## src/rtl/serial_cla_subtractor.sv

```systemverilog
// rtl/serial_cla_subtractor.sv - nibble-serial A-B using a single 4-bit CLA slice and a registered carry
module serial_cla_subtractor #(
    parameter int WIDTH = 16
) (
    input  logic             clk,
    input  logic             rst,
    input  logic             start,
    input  logic [WIDTH-1:0] a,
    input  logic [WIDTH-1:0] b,
    output logic             ready,
    output logic             busy,
    output logic             done,
    output logic [WIDTH-1:0] diff,
    output logic             borrow_out,
    output logic             overflow
);

    localparam int NIB = WIDTH / 4;
    localparam int CW  = (NIB > 1) ? $clog2(NIB) : 1;
    localparam logic [CW-1:0] LAST = CW'(NIB - 1);

    typedef enum logic [1:0] {IDLE, RUN, DONE} state_t;

    state_t           state, state_nx;
    logic [WIDTH-1:0] a_sh, b_sh, res, res_nx;
    logic             a_msb, b_msb;
    logic [CW-1:0]    cnt;
    logic             carry;
    logic [3:0]       na, nb, p, g, c, s;
    logic             c4;

    // Operands shift right one nibble per RUN edge, so the slice always sees bits [3:0]
    always_comb begin
        na   = a_sh[3:0];
        nb   = ~b_sh[3:0];
        p    = na ^ nb;
        g    = na & nb;
        c[0] = carry;
        c[1] = g[0] | (p[0] & c[0]);
        c[2] = g[1] | (p[1] & g[0]) | (p[1] & p[0] & c[0]);
        c[3] = g[2] | (p[2] & g[1]) | (p[2] & p[1] & g[0]) | (p[2] & p[1] & p[0] & c[0]);
        c4   = g[3] | (p[3] & g[2]) | (p[3] & p[2] & g[1]) | (p[3] & p[2] & p[1] & g[0])
             | (p[3] & p[2] & p[1] & p[0] & c[0]);
        s    = p ^ c;
        res_nx = WIDTH'({s, res} >> 4);
    end

    always_ff @(posedge clk or posedge rst) begin
        if (rst) state <= IDLE;
        else     state <= state_nx;
    end

    always_comb begin
        state_nx = state;
        ready    = 1'b0;
        busy     = 1'b0;
        done     = 1'b0;
        case (state)
            IDLE: begin
                ready = 1'b1;
                if (start) state_nx = RUN;
            end
            RUN: begin
                busy = 1'b1;
                if (cnt == LAST) state_nx = DONE;
            end
            DONE: begin
                done     = 1'b1;
                state_nx = IDLE;
            end
            default: state_nx = IDLE;
        endcase
    end

    always_ff @(posedge clk or posedge rst) begin
        if (rst) begin
            a_sh       <= '0;
            b_sh       <= '0;
            a_msb      <= 1'b0;
            b_msb      <= 1'b0;
            res        <= '0;
            cnt        <= '0;
            carry      <= 1'b0;
            diff       <= '0;
            borrow_out <= 1'b0;
            overflow   <= 1'b0;
        end else begin
            case (state)
                IDLE: begin
                    if (start) begin
                        a_sh  <= a;
                        b_sh  <= b;
                        a_msb <= a[WIDTH-1];
                        b_msb <= b[WIDTH-1];
                        res   <= '0;
                        cnt   <= '0;
                        carry <= 1'b1;
                    end
                end
                RUN: begin
                    a_sh  <= a_sh >> 4;
                    b_sh  <= b_sh >> 4;
                    res   <= res_nx;
                    carry <= c4;
                    cnt   <= cnt + 1'b1;
                    if (cnt == LAST) begin
                        diff       <= res_nx;
                        borrow_out <= ~c4;
                        overflow   <= (a_msb != b_msb) && (res_nx[WIDTH-1] != a_msb);
                    end
                end
                default: ;
            endcase
        end
    end

endmodule

```

## config.mk

```make
export PLATFORM = sky130hd
export DESIGN_NAME = serial_cla_subtractor
export DESIGN_NICKNAME = d
export VERILOG_FILES = /design/src/rtl/serial_cla_subtractor.sv
export SDC_FILE = /design/constraint.sdc
export NUM_CORES = 1
export LEC_CHECK = 0
export BUFFER_PORTS_ARGS = -buffer_cell sky130_fd_sc_hd__buf_4
export CAP_MARGIN = 20
export CORE_UTILIZATION = 45
export DETAILED_ROUTE_END_ITERATION = 12
export MAX_ROUTING_LAYER = met4
export PLACE_DENSITY = 0.79
export SLEW_MARGIN = 20
export SYNTH_ARGS = -nofsm -noshare
export SYNTH_HDL_FRONTEND = slang
export SYNTH_SLANG_ARGS = --single-unit
export TNS_END_PERCENT = 50
```

## constraint.sdc

```tcl
create_clock -name clk -period 4.5 [get_ports clk]
set_clock_uncertainty 0.2 [all_clocks]
set_input_delay 0 -clock clk [delete_from_list [all_inputs] [get_ports clk]]
set_output_delay 0 -clock clk [all_outputs]
set_load 0.05 [all_outputs]
```

# Word level (Yosys, flattened, before mapping)

Cells that the tools add are included.

Add/subtract/negate cells: 1
Equality and inequality tests: 7
Multiplexer cells: 16
Bitwise gates (word level): 31
Reduce and logical (&&, ||, !) cells: 7

Operators by type and width:

| kind                                                             | number |
|---|---|
| 16-bit one-hot mux with 2 select lines                           | 3 |
| 16-bit 2-to-1 mux                                                | 3 |
| 1-bit bitwise AND                                                | 16 |
| 1-bit OR                                                         | 10 |
| 2-bit one-hot mux with 2 select lines                            | 2 |
| 2-bit AND reduction                                              | 4 |
| 4-bit XOR                                                        | 2 |
| 2-bit 2-to-1 mux                                                 | 3 |
| 4-bit bitwise AND                                                | 1 |
| 2-bit == test (second input constant)                            | 2 |
| 1-bit 2-to-1 mux                                                 | 4 |
| 2-bit inequality test (second input constant)                    | 2 |
| 4-bit inverter                                                   | 1 |
| 2-bit by 1-bit adder with 2-bit output (second input constant)   | 1 |
| 2-bit by 1-bit == test with 1-bit output (second input constant) | 1 |
| 2-bit logical NOT                                                | 1 |
| 1-bit inequality test                                            | 2 |
| 1-bit one-hot mux with 2 select lines                            | 1 |
| 2-bit nonzero test                                               | 1 |
| 1-bit logical AND                                                | 1 |
| 1-bit inverter                                                   | 1 |

Flip-flop bits (word level): 73
Input port bits: 35
Output and inout bits: 21

# Depth between registers and ports, before layout

Depth in word-level cells: 9
Depth in mapped cells: 6

# Worst setup path after synthesis

No wires, ideal clock.

Path kind: register to register
Start point: register state[0]
End point: register res[13]
Library setup time: 0.128 ns
Arrival: 1.689 ns
Slack: 2.484 ns
Stages on the path, launching flop included: 6
Buffers on the path: 1
Path through: dfrtp_1 > nor2_1 > nand2_1 > clkbuf_1 > nand3_1 > o21ai_0

Cells in the longest elaborated chain, start to end: 3
Elaborated cells between the ends (all ways): 6
Those cells by class: 2 x eq/ne; 1 x mux; 3 x reduce/logical

Ends and longest elaborated chain:

| element                                                                       | RTL line | text |
|---|---|---|
| start: declaration                                                            | 24       | `state_t state, state_nx;` |
| start signal: assignment                                                      | 50       | `else state <= state_nx;` |
| 2-bit by 1-bit == test with 1-bit output or 2-bit logical NOT (tied branches) | 88       | `case (state)` |
| 2-bit nonzero test (no line) or 2-bit inequality test (tied branches)         | n/a      |  |
| 2-bit AND reduction (no line)                                                 | n/a      |  |
| end signal: assignment                                                        | 103      | `res <= res_nx;` |
| end: declaration                                                              | 25       | `logic [WIDTH-1:0] a_sh, b_sh, res, res_nx;` |

Parallel ways exist; a longest one is shown, timed or not.
A chain may end at the register's enable or synchronous reset.

# Final worst setup path

Start point: register state[1]
End point: output port busy

Cells in the longest elaborated chain, start to end: 2

Ends and longest elaborated chain:

| element                                  | RTL line | text |
|---|---|---|
| 2-bit by 1-bit == test with 1-bit output | 58       | `case (state)` |
| 1-bit 2-to-1 mux                         | 58       |  |
| end: declaration                         | 11       | `output logic busy,` |

Every way passes these cells.

==> impl_metrics.env <==
export IMPL_synth_common_cells="nand2_1, dfrtp_1, nor2_1, a31oi_1, o21ai_0"
export IMPL_syn_inst=311
export IMPL_final_hold_violation_count=0
export IMPL_pin_count=56
export IMPL_clockBufferDepth=2
export IMPL_cts_htree_levels=3
export IMPL_post_cts_buffers=0
export IMPL_clk_pin_slew_ps=70
export IMPL_vias_per_cell=5.13
export IMPL_initial_core_util_pct=46.9
export IMPL_critPathLaunchType="flip-flop"
export IMPL_dp_cells=427
export IMPL_num_antenna_cells=0
export IMPL_place_ws_ps=2250
export IMPL_drt_wirelength_per_cell_um=13.8
export IMPL_syn_area_um2=3000
export IMPL_slew_headroom_pct=33.2
export IMPL_drt_antenna_violating_nets=0
export IMPL_cp_max_fo=58
export IMPL_power_density_nw_per_um2=763
export IMPL_cts_root_buffer="clkbuf_8"
export IMPL_n_fill_cell=514
export IMPL_synth_async_reset_ratio_pct=100
export IMPL_ys_seq_area_share_pct=57.6
export IMPL_grt_overflow=0
export IMPL_die_h_um=83.6
export IMPL_grt_pass1_vias=2352
export IMPL_layout_cells_non_filler=475
export IMPL_grt_pass1_wl_um=10900
export IMPL_drt_initial_drc_count=114
export IMPL_synth_area_top_cells="dfrtp_1, nand2_1, a31oi_1"
export IMPL_cp_data_required_time_ps=4300
export IMPL_layout_drive_gt1_share_pct=20.1
export IMPL_reg2reg_from="state[1]"
export IMPL_synthesis_nets=352
export IMPL_cts_inserted_buffers=9
export IMPL_reg2regPathDepth=6
export IMPL_synth_top_area_share_pct=57.6
export IMPL_fp_row_count=29
export IMPL_reg2reg_to="cnt[0]"
export IMPL_maxCapViolations=0
export IMPL_worst_pin_slew_ps=999
export IMPL_endpoint="busy"
export IMPL_synth_edf_count=0
export IMPL_run_status="complete, no violations"
export IMPL_irDropWorstVdd_v=0.000485
export IMPL_fmaxAchievable_ghz=0.412
export IMPL_cp_end_kind="output pin"
export IMPL_hpwl_um=4090
export IMPL_gp_congestion=0.786
export IMPL_die_area_um2=6990
export IMPL_synthDistinctLibCells=31
export IMPL_final_setup_tns_ps=0
export IMPL_port_buffers=55
export IMPL_track_usage_pct=20.5
export IMPL_arrival_ps=2230
export IMPL_final_setup_viol_count=0
export IMPL_antenna_found_initial=0
export IMPL_reg2reg_slack_ps=2200
export IMPL_drt_total_wl_um=6570
export IMPL_cts_tree="done"
export IMPL_clk_latency_ps=340
export IMPL_synthToLayoutAreaGrowth_pct=32.7
export IMPL_power_leakage_nw=1.91
export IMPL_finalCriticalPeriod_ps=2430
export IMPL_drcViolationCount=0
export IMPL_yosys_area_top_type="dfrtp_1"
export IMPL_drtPass1Iterations=4
export IMPL_startpoint="state[1]"
export IMPL_clkSinkCount=69
export IMPL_fin_ws_ps=2070
export IMPL_grt_max_degree=59
export IMPL_criticalPathCategory="reg2out"
export IMPL_core_area_um2=6390
export IMPL_die_w_um=83.6
export IMPL_layout_nets=436
export IMPL_finalCritPeriodShare_pct=54.0
export IMPL_vias=2437
export IMPL_hp_class="in2async"
export IMPL_ys_seq_elements=69
export IMPL_synth_ff_type="dfrtp_1"
export IMPL_synthMostInstantiatedCell="nand2_1"
export IMPL_syn_avg_cell_area_um2=9.63
export IMPL_slew_viol_final=0
export IMPL_yosys_warnings=0
export IMPL_rsz0062_at_grt="false"
[kinds of logic after synthesis]
logic type	after synthesis	synth area share (%)
and+or+nand+nor	132	18.2
DFF	69	57.6
AOI/OAI and AO/OA	61	12.0
buffers and inverters	28	3.93
muxes	13	4.89
adders and majority gates	6	2.76
xor gates and xnor gates	2	0.585
[worst min-delay path by stage]
stage	start	endpoint	slack (ps)
2_1_floorplan	a[15]	a_msb	-90
3_3_place_gp	rst	b_sh[14]	-90
3_5_place_dp	rst	b_sh[14]	-80
4_1_cts	rst	a_sh[11]	120
5_1_grt	rst	b_sh[13]	140
6_report	rst	b_sh[14]	100
[repair_timing]
| action | 4_1_cts | 5_1_grt |
|---|---|---|
| endpoints found under the hold margin | 70 | 0 |
| hold buffers | 34 | 0 |
| gates resized for setup | 0 | 0 |
[critical path: stages, from the launching register on]
cell      delay [ps]
dfrtp_1          430
nand2b_2         350
buf_4            520
inv_1            310
buf_4            270
[layout make-up]
class | count | area [µm²] | share of cell area (%)
clock inverters | 1 | 5.00 | 0.126
clock buffers | 13 | 179 | 4.50
multi-input cells | 214 | 1160 | 29.2
inverters | 9 | 33.8 | 0.850
repair buffers | 92 | 776 | 19.5
flip-flops and latches | 69 | 1730 | 43.4
well taps | 77 | 96.3 | 2.42
[power breakdown]
group	switching [mW]	leakage, nW	internal (mW)	total, mW
registers	0.182	0.851	0.921	1.10
clock network	0.212	0.0974	0.253	0.465
logic	0.938	0.961	0.526	1.46
[stage by stage]
stage,instance area [µm²],hold slack (ps),power [mW],utilization [%]
3_5_place_dp,3450,-81.1,2.55,54.1
5_1_grt,3980,143,3.25,62.3
4_1_cts,3980,119,3.05,62.3
6_report,3980,95.9,3.03,62.3
3_3_place_gp,3450,-90.0,2.50,54.1
2_1_floorplan,3000,-94.6,2.18,-
[metal layers]
layer,wire [µm],GRT usage (%),vias up,part of all wire [%]
met4,65,5.39,0,0.99
met5,0,-,-,0
met2,3290,33.1,84,50
li1,-,-,1207,-
met1,2800,24.7,1140,43
met3,412,6.82,6,6.3
[flip-flops by register name (all words and copies together) (netlist names)]
name,count
a_msb,1
a_sh,16
b_msb,1
b_sh,16
borrow_out,1
carry,1
cnt,2
diff,16
overflow,1
res,12
state,2
[cells in the final DEF, fill, tap and decap left out, types with 4 or more instances in the layout]
master / n
ha_1: 5
dfrtp_1: 69
nand3_1: 4
o21ai_0: 24
nor2_1: 27
buf_4: 58
mux2_1: 11
o21ai_1: 4
dlygate4sd3_1: 34
clkbuf_8: 13
nand2_1: 91
a31oi_1: 24
inv_1: 8
Power figures use the tool's default switching activity.
